**src/rtl/pipeline_stall_controller.sv**
```systemverilog
// pipeline_stall_controller: fixed-priority stall/flush arbitration for the 5-stage pipeline; STALL_PERF_CNT_EN enables stall counters
module pipeline_stall_controller #(
    parameter int CNT_WIDTH = 32
) (
    input  logic                 CLK,
    input  logic                 RESET,
    input  logic                 hazard_detect_signal,
    input  logic                 branch_taken_EX,
    input  logic                 dcache_busy,
    input  logic                 icache_busy,
    input  logic                 perf_clear,
    output logic                 pc_write_en,
    output logic                 if_id_write_en,
    output logic                 if_id_flush,
    output logic                 id_ex_write_en,
    output logic                 id_ex_bubble,
    output logic                 ex_mem_write_en,
    output logic                 mem_wb_write_en,
    output logic [2:0]           stall_state,
    output logic [CNT_WIDTH-1:0] load_stall_count,
    output logic [CNT_WIDTH-1:0] flush_count,
    output logic [CNT_WIDTH-1:0] mem_stall_count
);
    typedef enum logic [2:0] {
        RUN        = 3'd0,
        LOAD_STALL = 3'd1,
        FLUSH      = 3'd2,
        DMEM_WAIT  = 3'd3,
        IMEM_WAIT  = 3'd4
    } action_t;

    action_t action;
    logic    flush_pending;
    logic    load_stall_done;

    // Choose this cycle's action; a data-memory freeze outranks everything
    always_comb begin
        action = dcache_busy ? DMEM_WAIT :
                 (branch_taken_EX || flush_pending) ? FLUSH :
                 (hazard_detect_signal && !load_stall_done) ? LOAD_STALL :
                 icache_busy ? IMEM_WAIT : RUN;
    end

    // Decode the action into stage controls; reset holds every stage as a bubble
    always_comb begin
        pc_write_en     = RESET && (action == RUN || action == FLUSH);
        if_id_write_en  = RESET && !(action == LOAD_STALL || action == DMEM_WAIT);
        if_id_flush     = !RESET || action == FLUSH || action == IMEM_WAIT;
        id_ex_write_en  = RESET && action != DMEM_WAIT;
        id_ex_bubble    = !RESET || action == FLUSH || action == LOAD_STALL;
        ex_mem_write_en = RESET && action != DMEM_WAIT;
        mem_wb_write_en = RESET && action != DMEM_WAIT;
    end

    // Defer branches seen during a freeze; allow one bubble per held hazard
    always_ff @(posedge CLK or negedge RESET) begin
        if (!RESET) begin
            flush_pending   <= 1'b0;
            load_stall_done <= 1'b0;
            stall_state     <= RUN;
        end else begin
            flush_pending <= dcache_busy && (flush_pending || branch_taken_EX);
            if (action != DMEM_WAIT)
                load_stall_done <= action == LOAD_STALL || (hazard_detect_signal && load_stall_done);
            stall_state <= action;
        end
    end

`ifdef STALL_PERF_CNT_EN
    localparam logic [CNT_WIDTH-1:0] MAX = '1;
    localparam logic [CNT_WIDTH-1:0] ONE = CNT_WIDTH'(1);

    // Saturating stall counters; a clear wins over a same-cycle increment
    always_ff @(posedge CLK or negedge RESET) begin
        if (!RESET || perf_clear) begin
            load_stall_count <= '0;
            flush_count      <= '0;
            mem_stall_count  <= '0;
        end else begin
            if (action == LOAD_STALL && load_stall_count != MAX)
                load_stall_count <= load_stall_count + ONE;
            if (action == FLUSH && flush_count != MAX)
                flush_count <= flush_count + ONE;
            if ((action == DMEM_WAIT || action == IMEM_WAIT) && mem_stall_count != MAX)
                mem_stall_count <= mem_stall_count + ONE;
        end
    end
`else
    logic unused_perf_clear;
    assign unused_perf_clear = perf_clear;
    assign load_stall_count  = '0;
    assign flush_count       = '0;
    assign mem_stall_count   = '0;
`endif
endmodule

```
**config.mk**
```make
export PLATFORM = sky130hd
export DESIGN_NAME = pipeline_stall_controller
export DESIGN_NICKNAME = d
export VERILOG_FILES = /design/src/rtl/pipeline_stall_controller.sv
export SDC_FILE = /design/constraint.sdc
export NUM_CORES = 1
export LEC_CHECK = 0
export CAP_MARGIN = 15
export CORE_MARGIN = 2
export CORE_UTILIZATION = 29
export DETAILED_ROUTE_END_ITERATION = 10
export PLACE_DENSITY = 0.88
export SETUP_SLACK_MARGIN = 0.15
export SLEW_MARGIN = 20
export SYNTH_ARGS = -nofsm -noshare
export SYNTH_HDL_FRONTEND = slang
export SYNTH_SLANG_ARGS = --single-unit
```
**constraint.sdc**
```tcl
create_clock -name CLK -period 3.1 [get_ports CLK]
set_input_delay 0.62 -clock CLK [delete_from_list [all_inputs] [get_ports CLK]]
set_output_delay 0.62 -clock CLK [all_outputs]
set_load 0.1 [all_outputs]
```
==> results of run 1 <==
cell type report:
| type | count | area, sq um |
|---|---|---|
| clock buffers | 4 | 26.28 |
| repair buffers | 16 | 220.2 |
| multi-input cells | 112 | 471.7 |
| well taps | 46 | 57.56 |
| flip-flops and latches | 5 | 125.1 |
| fillers | 380 | 2376 |
| inverters | 2 | 7.507 |
layer usage:
metal	vias up	global-route usage, %	part of all wire (%)
li1	212	-	-
met1	212	3.094	23
met2	64	7.738	53
met3	2	0.6211	22
met4	0	3.647	1.3
met5	-	0	0
report_power, final:
group | internal [mW] | switching [mW]
registers | 0.0701 | 0.00249
clock network | 0.0486 | 0.0252
logic | 0.0365 | 0.578
worst max-delay path by stage:
stage                                end  cells after the start
after global placement       pc_write_en                      5
after detailed placement     pc_write_en                      5
after global routing         pc_write_en                      5
final                        pc_write_en                      5
after CTS                    pc_write_en                      5
after floorplan           if_id_write_en                      2
critical path, delay by kind of cell:
kind | cells | cell delay, ns
buffers and inverters | 3 | 0.99
AND/OR/NAND/NOR | 2 | 0.39
cell usage in the layout, fill, tap and decap left out:
cell             Yosys  final
clkbuf_4             0      3
nor3_2               1      1
and2_2               0      1
a21boi_2             0      1
a21o_1               1      1
or3_4                1      1
conb_1               1     96
buf_12               0      7
a21oi_1              1      1
o21a_1               1      1
clkbuf_1             0      1
nor2_1               2      2
nor2b_1              2      1
nor3_1               1      1
nor2b_2              1      2
buf_4               98      4
o21ai_0              3      1
inv_1                2      2
dfrtp_1              5      5
clkdlybuf4s50_1      0      5
o21ai_1              0      2
cells by family (layout without fill, tap and decap cells):
| family | Yosys count | count (layout) | synth area share [%] |
|---|---|---|---|
| compound gates | 7 | 7 | 4.359 |
| buf+inv | 100 | 22 | 76.15 |
| flops | 5 | 5 | 12.82 |
| other cells | 1 | 96 | 0.3842 |
| simple gates | 9 | 9 | 6.282 |
through the flow:
| stage | TNS [ns] | hold WS [ns] | worst slack [ns] | cells |
|---|---|---|---|---|
| final | 0 | 0.5407 | 0.4639 | 185 |
| after global routing | 0 | 0.5622 | 0.3604 | 185 |
| after CTS | 0 | 0.5450 | 0.4375 | 185 |
| after detailed placement | 0 | 0.5382 | 0.4488 | 181 |
| after global placement | 0 | 0.5133 | 0.4592 | 181 |
| after floorplan | -0.03630 | 0.3244 | -0.03630 | 217 |
sequential cells by signal, summed over array words and instances, names as in the netlist:
register         flops
load_stall_done      1
stall_state          3
flush_pending        1
==> reports/qor.csv, run 1 <==
stage;metric;value;unit
die;Rows;21;
synth;Yosys warning count;0;
clocking;CTS max path bufs;2;
clocking;CTS tree;built;
synth;Post-synth EDFFs;0;
timing;min cycle time layout;2.636;ns
clocking;clk slew on worst S/H paths;0.04;ns
synth;Synth top cells by count;98 x buf_4, 5 x dfrtp_1, 3 x o21ai_0;
final_layout;Layout Nets;147;
detailed_routing;drt via density;2.649;
synth;Top FF cell, synth;dfrtp_1;
power;total power;761.3;uW
detailed_routing;first drt pass iteration count;4;
flow_run;max-cap violations;0;
grt;GRT Overall Usage;3.895;%
power;Leakage;0.5360;nW
synth;number of distinct library cells after synthesis;16;
timing;Max Fclk;379.4;MHz
clocking;Post-CTS Hold Buffers;0;
detailed_routing;antenna viol nets, final;0;
critical_path;Reg2Reg Setup Slack;2.07;ns
timing;unrepaired setup endpoints after global routing;no;
synth;asr flop ratio synth;100.0;%
final_layout;layout cell share with drive strength beyond 1;14.39;%
timing;fin crit share;85.04;%
critical_path;WS Path Type;primary input to primary output;
clocking;Worst-Skew Late Latency;0.24;ns
power;Max VDD drop;0.0002178;V
final_layout;final core occ;27.66;%
clocking;TritonCTS buffer count;3;
critical_path;slowest CP cell;clkdlybuf4s50_1;
critical_path;Critical Path AT;2.02;ns
timing;Final setup viols;0;
synth;post-synthesis sequential area ratio;12.82;%
critical_path;critical path's largest stage delay;0.65;ns
grt;first-pass GRT wire length;1055;um
critical_path;cells along the critical path;clkdlybuf4s50_1 -> nor2b_2 -> buf_4 -> and2_2 -> buf_12;
die;die footprint;3845;sq um
die;IO Count;113;
critical_path;Critical Path Sink Type;primary output;
die;starting density of the core;29.71;%
place;placed inst area;882.1;sq um
grt;vias in the first global route;285;
detailed_routing;Initial DRC Count;19;
power;P per Cell Area;838.1;nW/um^2
final_layout;area grow syn2layout;-6.923;%
clocking;clk root buf;clkbuf_4;
place;Final HPWL DP;1001;um
synth;Yosys top cell area share;75.38;%
critical_path;Crit Path Max Fanout;8;
grt;initial antenna violation count;0;
critical_path;Reg-to-Reg Start;flush_pending;
place;IO Port Bufs;15;
worst_hold_path;Endpoint, Worst Hold;load_stall_done;
final_layout;Antenna Cells;0;
die;Die H;62.01;um
critical_path;R2R Path End;load_stall_done;
place;gpl congestion;0.6323;
die;core area;3284;sq um
critical_path;Worst EP required;2.48;ns
worst_hold_path;Worst Hold Class;flop to flop;
synth;flop and latch count out of synthesis;5;
grt;pin count of the biggest net entering global routing;9;
run_status;outcome;completed;
synth;post-synth top area cell;buf_4;
detailed_routing;WL/cell;5.708;um
synth;synthesized area;975.9;sq um
critical_path;Worst setup SP type;primary input;
detailed_routing;DRC;0;
final_layout;Final Instance Area;908.4;sq um
worst_hold_path;Hold Path Depth;2;
timing;Hold Vio Cnt, Final;0;
timing;Final Skew;0.003512;ns
synth;synth top area cells;buf_4 75%, dfrtp_1 13%, o21ai_0 1.5%, nor2b_1 1.3%, or3_4 1.2%;
critical_path;Crit. Startpoint;RESET;
clocking;Clock Sinks;5;
critical_path;reg2reg path depth;2;
grt;GRT overflow;0;
synth;Mapped Cells;122;
synth;Mapped Avg Cell Area;7.999;sq um
detailed_routing;vias;490;
clocking;setup bufs post-CTS;0;
timing;max-slew violations;0;
synth;most frequent cell after synthesis;buf_4;
die;Die Width;62.01;um
clocking;H-tree levels;1;
detailed_routing;final wirelength;1056;um
worst_hold_path;start point of the worst hold path;load_stall_done;
clocking;post_cts resized;0;
Power figures use the tool's default switching activity.
==> inputs of run 2 (changes only) <==
- CELL_PAD_IN_SITES_DETAIL_PLACEMENT: unset -> 1
- CELL_PAD_IN_SITES_GLOBAL_PLACEMENT: unset -> 1
- CORE_UTILIZATION: 29 -> 18
- PLACE_DENSITY: 0.88 -> 0.87
==> reports/qor.csv, run 2 (same netlist as run 1, synthesis figures left out) <==
stage;metric;value;unit
die;Die Width;77.64;um
clocking;Post-CTS Hold Buffers;0;
critical_path;WS Path Type;primary input to primary output;
grt;pin count of the biggest net entering global routing;8;
timing;Final Skew;0.003966;ns
clocking;clk slew on worst S/H paths;0.03;ns
final_layout;Layout Nets;148;
final_layout;post-route insts no fill;210;
grt;initial antenna violation count;0;
grt;first-pass GRT wire length;1731;um
timing;fin crit share;83.83;%
clocking;CTS max path bufs;2;
detailed_routing;final wirelength;1412;um
critical_path;Worst EP required;2.48;ns
detailed_routing;first drt pass iteration count;2;
timing;Final setup viols;0;
grt;vias in the first global route;340;
flow_run;max-cap violations;0;
grt;GR Util met1;2.331;%
timing;post-route setup TNS;0;ns
run_status;outcome;completed;
final_layout;area grow syn2layout;-1.154;%
grt;met3 GRT Util;2.674;%
die;die footprint;6027;sq um
place;IO Port Bufs;15;
clocking;post_cts resized;0;
critical_path;CP endpoint;id_ex_bubble;
critical_path;Critical Path Sink Type;primary output;
final_layout;biggest regs;stall_state (3), flush_pending (1), load_stall_done (1);
detailed_routing;Initial DRC Count;4;
detailed_routing;antenna viol nets, final;0;
timing;final worst slack;0.5014;ns
final_layout;most common cell after layout, fill and taps aside;conb_1;
clocking;TritonCTS buffer count;3;
critical_path;Reg-to-Reg Start;flush_pending;
die;Die H;77.64;um
final_layout;Layout fillers;640;
place;placed inst area;919.6;sq um
die;Rows;26;
timing;max-slew violations;0;
place;Setup WS pre-CTS;0.4802;ns
place;Inst Count DP;206;
detailed_routing;WL/cell;6.724;um
grt;GR peak layer;met2;
final_layout;Largest Register;stall_state;
timing;Fin Hold WS;0.5508;ns
critical_path;R2R Path End;load_stall_done;
timing;Max Fclk;384.8;MHz
final_layout;Antenna Cells;0;
critical_path;Worst setup SP type;primary input;
clocking;Worst-Skew Late Latency;0.22;ns
die;starting density of the core;18.87;%
timing;min cycle time layout;2.599;ns
power;P per Cell Area;840.8;nW/um^2
die;core area;5172;sq um
power;Leakage;0.5485;nW
detailed_routing;DRC;0;
grt;GRT Overall Usage;3.799;%
detailed_routing;drt via density;2.400;
grt;global routing met2 resource utilization;7.586;%
final_layout;most frequent cells in the layout;96 x conb_1, 7 x buf_12, 5 x dfrtp_1, 5 x clkdlybuf4s50_1, 5 x buf_4;
worst_hold_path;Worst Hold Class;flop to flop;
clocking;clk root buf;clkbuf_8;
critical_path;Crit Path Max Fanout;6;
timing;unrepaired setup endpoints after global routing;no;
die;IO Count;113;
grt;GRT overflow;0;
place;Final HPWL DP;1301;um
critical_path;reg2reg path depth;2;
final_layout;max reg flops;3;
final_layout;Final Instance Area;964.7;sq um
final_layout;layout cell share with drive strength beyond 1;15.00;%
critical_path;Crit. Startpoint;hazard_detect_signal;
detailed_routing;vias;504;
place;gpl congestion;0.7131;
timing;Hold Vio Cnt, Final;0;
critical_path;Critical Path AT;1.98;ns
power;total power;811.1;uW
clocking;Clock Sinks;5;
clocking;H-tree levels;1;
critical_path;Reg2Reg Setup Slack;2.08;ns
clocking;CTS tree;built;
clocking;setup bufs post-CTS;0;
final_layout;final core occ;18.65;%
power;Max VDD drop;0.0001726;V
-- run 2: report_power, final --
| part | internal [mW] | switching, mW |
|---|---|---|
| sequential | 0.0703 | 0.00289 |
| clock | 0.0882 | 0.0315 |
| combinational | 0.0374 | 0.581 |
-- run 2: critical path, cell delays in order --
cell	delay, ns
clkdlybuf4s50_1	0.49
nor2b_2	0.31
nor3_1	0.09
o21ai_1	0.25
buf_12	0.21
-- run 2: how the worst min path moves through the flow --
stage | cells after the start | startpoint | slack, ns | endpoint
after floorplan | 0 | RESET | 0.32 | flush_pending
after global placement | 2 | load_stall_done | 0.52 | load_stall_done
after detailed placement | 1 | flush_pending | 0.55 | stall_state[1]
after CTS | 2 | load_stall_done | 0.56 | load_stall_done
after global routing | 2 | load_stall_done | 0.56 | load_stall_done
final | 2 | load_stall_done | 0.55 | load_stall_done
-- run 2: final cells by class --
type                            instances  area (sq um)  share of cell area, %
Clock buffer                            4         45.04                  4.669
Timing Repair Buffer                   17         227.7                  23.61
Tap cell                               70         87.58                  9.079
Sequential cell                         5         125.1                  12.97
Multi-Input combinational cell        112         471.7                  48.90
Inverter                                2         7.507                 0.7782
-- run 2: layer usage --
metal  vias to the layer above  routed length (um)
met3                         4                 303
met5                         -                   0
met4                         0                  15
li1                        214                   -
met2                        65                 813
met1                       221                 280
==> inputs of run 3 (changes only) <==
- CORE_UTILIZATION: 18 -> 17
- PLACE_DENSITY: 0.87 -> 0.83
- clock period: 3.1 -> 2.5 ns (I/O delays scaled with it)
==> reports/qor.csv, run 3 (same netlist as run 1, synthesis figures left out) <==
stage;metric;value;unit
run_status;outcome;completed;
timing;unrepaired setup endpoints after global routing;no;
clocking;post_cts resized;0;
final_layout;area grow syn2layout;3.206;%
final_layout;Layout Nets;150;
grt;initial antenna violation count;0;
clocking;Worst-Skew Late Latency;0.22;ns
grt;first-pass GRT wire length;1697;um
detailed_routing;first drt pass iteration count;2;
timing;min cycle time layout;2.224;ns
critical_path;reg2reg path depth;2;
final_layout;most frequent cells in the layout;96 x conb_1, 7 x buf_12, 7 x buf_4, 5 x dfrtp_1, 5 x clkdlybuf4s50_1;
clocking;Clock Sinks;5;
worst_hold_path;Worst Hold Class;flop to flop;
place;Setup WS pre-CTS;0.2303;ns
timing;Max Fclk;449.7;MHz
die;IO Count;113;
detailed_routing;DRC;0;
final_layout;biggest regs;stall_state (3), flush_pending (1), load_stall_done (1);
timing;max-slew violations;0;
die;Rows;27;
critical_path;Reg-to-Reg Start;flush_pending;
die;starting density of the core;17.62;%
place;IO Port Bufs;15;
place;gpl congestion;0.6287;
timing;final worst slack;0.2764;ns
die;Die H;79.77;um
flow_run;max-cap violations;0;
clocking;CTS max path bufs;2;
final_layout;final core occ;18.18;%
detailed_routing;WL/cell;6.645;um
die;die footprint;6363;sq um
die;core area;5540;sq um
critical_path;Critical Path AT;1.72;ns
final_layout;Antenna Cells;0;
final_layout;max reg flops;3;
clocking;clk slew on worst S/H paths;0.04;ns
timing;Final Skew;0.0009769;ns
clocking;setup bufs post-CTS;0;
critical_path;Crit Path Max Fanout;5;
detailed_routing;antenna viol nets, final;0;
critical_path;WS Path Type;primary input to primary output;
final_layout;Largest Register;stall_state;
place;Inst Count DP;210;
grt;GRT overflow;0;
timing;post-route setup TNS;0;ns
clocking;H-tree levels;1;
grt;vias in the first global route;379;
power;Max VDD drop;0.0002372;V
clocking;clk root buf;clkbuf_8;
final_layout;post-route insts no fill;214;
worst_hold_path;start point of the worst hold path;flush_pending;
timing;Final setup viols;0;
worst_hold_path;Endpoint, Worst Hold;stall_state[1];
critical_path;R2R Path End;stall_state[2];
detailed_routing;drt via density;2.383;
die;Die Width;79.77;um
worst_hold_path;Hold Path Depth;1;
clocking;Post-CTS Hold Buffers;0;
critical_path;Critical Path Sink Type;primary output;
power;Leakage;0.5715;nW
place;Final HPWL DP;1289;um
clocking;TritonCTS buffer count;3;
timing;Hold Vio Cnt, Final;0;
critical_path;Worst EP required;2.00;ns
detailed_routing;final wirelength;1422;um
power;P per Cell Area;1008;nW/um^2
grt;pin count of the biggest net entering global routing;8;
critical_path;Worst setup SP type;primary input;
clocking;CTS tree;built;
detailed_routing;vias;510;
final_layout;most common cell after layout, fill and taps aside;conb_1;
critical_path;Reg2Reg Setup Slack;1.49;ns
final_layout;layout cell share with drive strength beyond 1;17.61;%
detailed_routing;Initial DRC Count;1;
timing;Fin Hold WS;0.5484;ns
timing;fin crit share;88.95;%
grt;GRT Overall Usage;3.417;%
## run 3: cell types whose count changed in the layout (fill, tap and decap cells not counted), sizes merged
| cell | change |
|---|---|
| buf | +2 |
## run 3: critical path, stage by stage
cell and delay [ns]:
clkdlybuf4s50_1 0.51, nor2b_4 0.22, o21ai_0 0.10, and2_2 0.23
buf_12 0.17
## run 3: layout make-up
type,instances,area (sq um)
fillers,687,4533
multi-input cells,112,496.7
repair buffers,19,242.7
flip-flops and latches,5,125.1
well taps,72,90.09
clock buffers,4,45.04
inverters,2,7.507
## run 3: metrics by stage
step | power (mW) | area (sq um)
2_1_floorplan | 0.9234 | 1360
3_3_place_gp | 0.8602 | 957.2
3_5_place_dp | 0.8620 | 957.2
4_1_cts | 1.014 | 1002
5_1_grt | 1.039 | 1007
6_report | 1.015 | 1007
## run 3: worst max-delay path by stage
stage	startpoint	endpoint	cells past startpoint
6_report	hazard_detect_signal	pc_write_en	5
3_3_place_gp	hazard_detect_signal	pc_write_en	5
2_1_floorplan	RESET	if_id_write_en	2
4_1_cts	hazard_detect_signal	pc_write_en	5
3_5_place_dp	hazard_detect_signal	pc_write_en	5
5_1_grt	hazard_detect_signal	pc_write_en	5
## run 3: per-layer routing
metal | wire length, um | vias to the layer above | GRT usage (%)
li1 | - | 221 | -
met1 | 327 | 230 | 2.857
met2 | 848 | 59 | 6.975
met3 | 246 | 0 | 1.244
met4 | 0 | 0 | 1.525
met5 | 0 | - | 0
## run 3: where the power goes
part,total (mW),switching (mW),internal (mW),leakage [nW]
registers,0.0909,0.00383,0.0871,0.0598
clock network,0.148,0.0391,0.109,0.0228
logic,0.776,0.723,0.0527,0.489
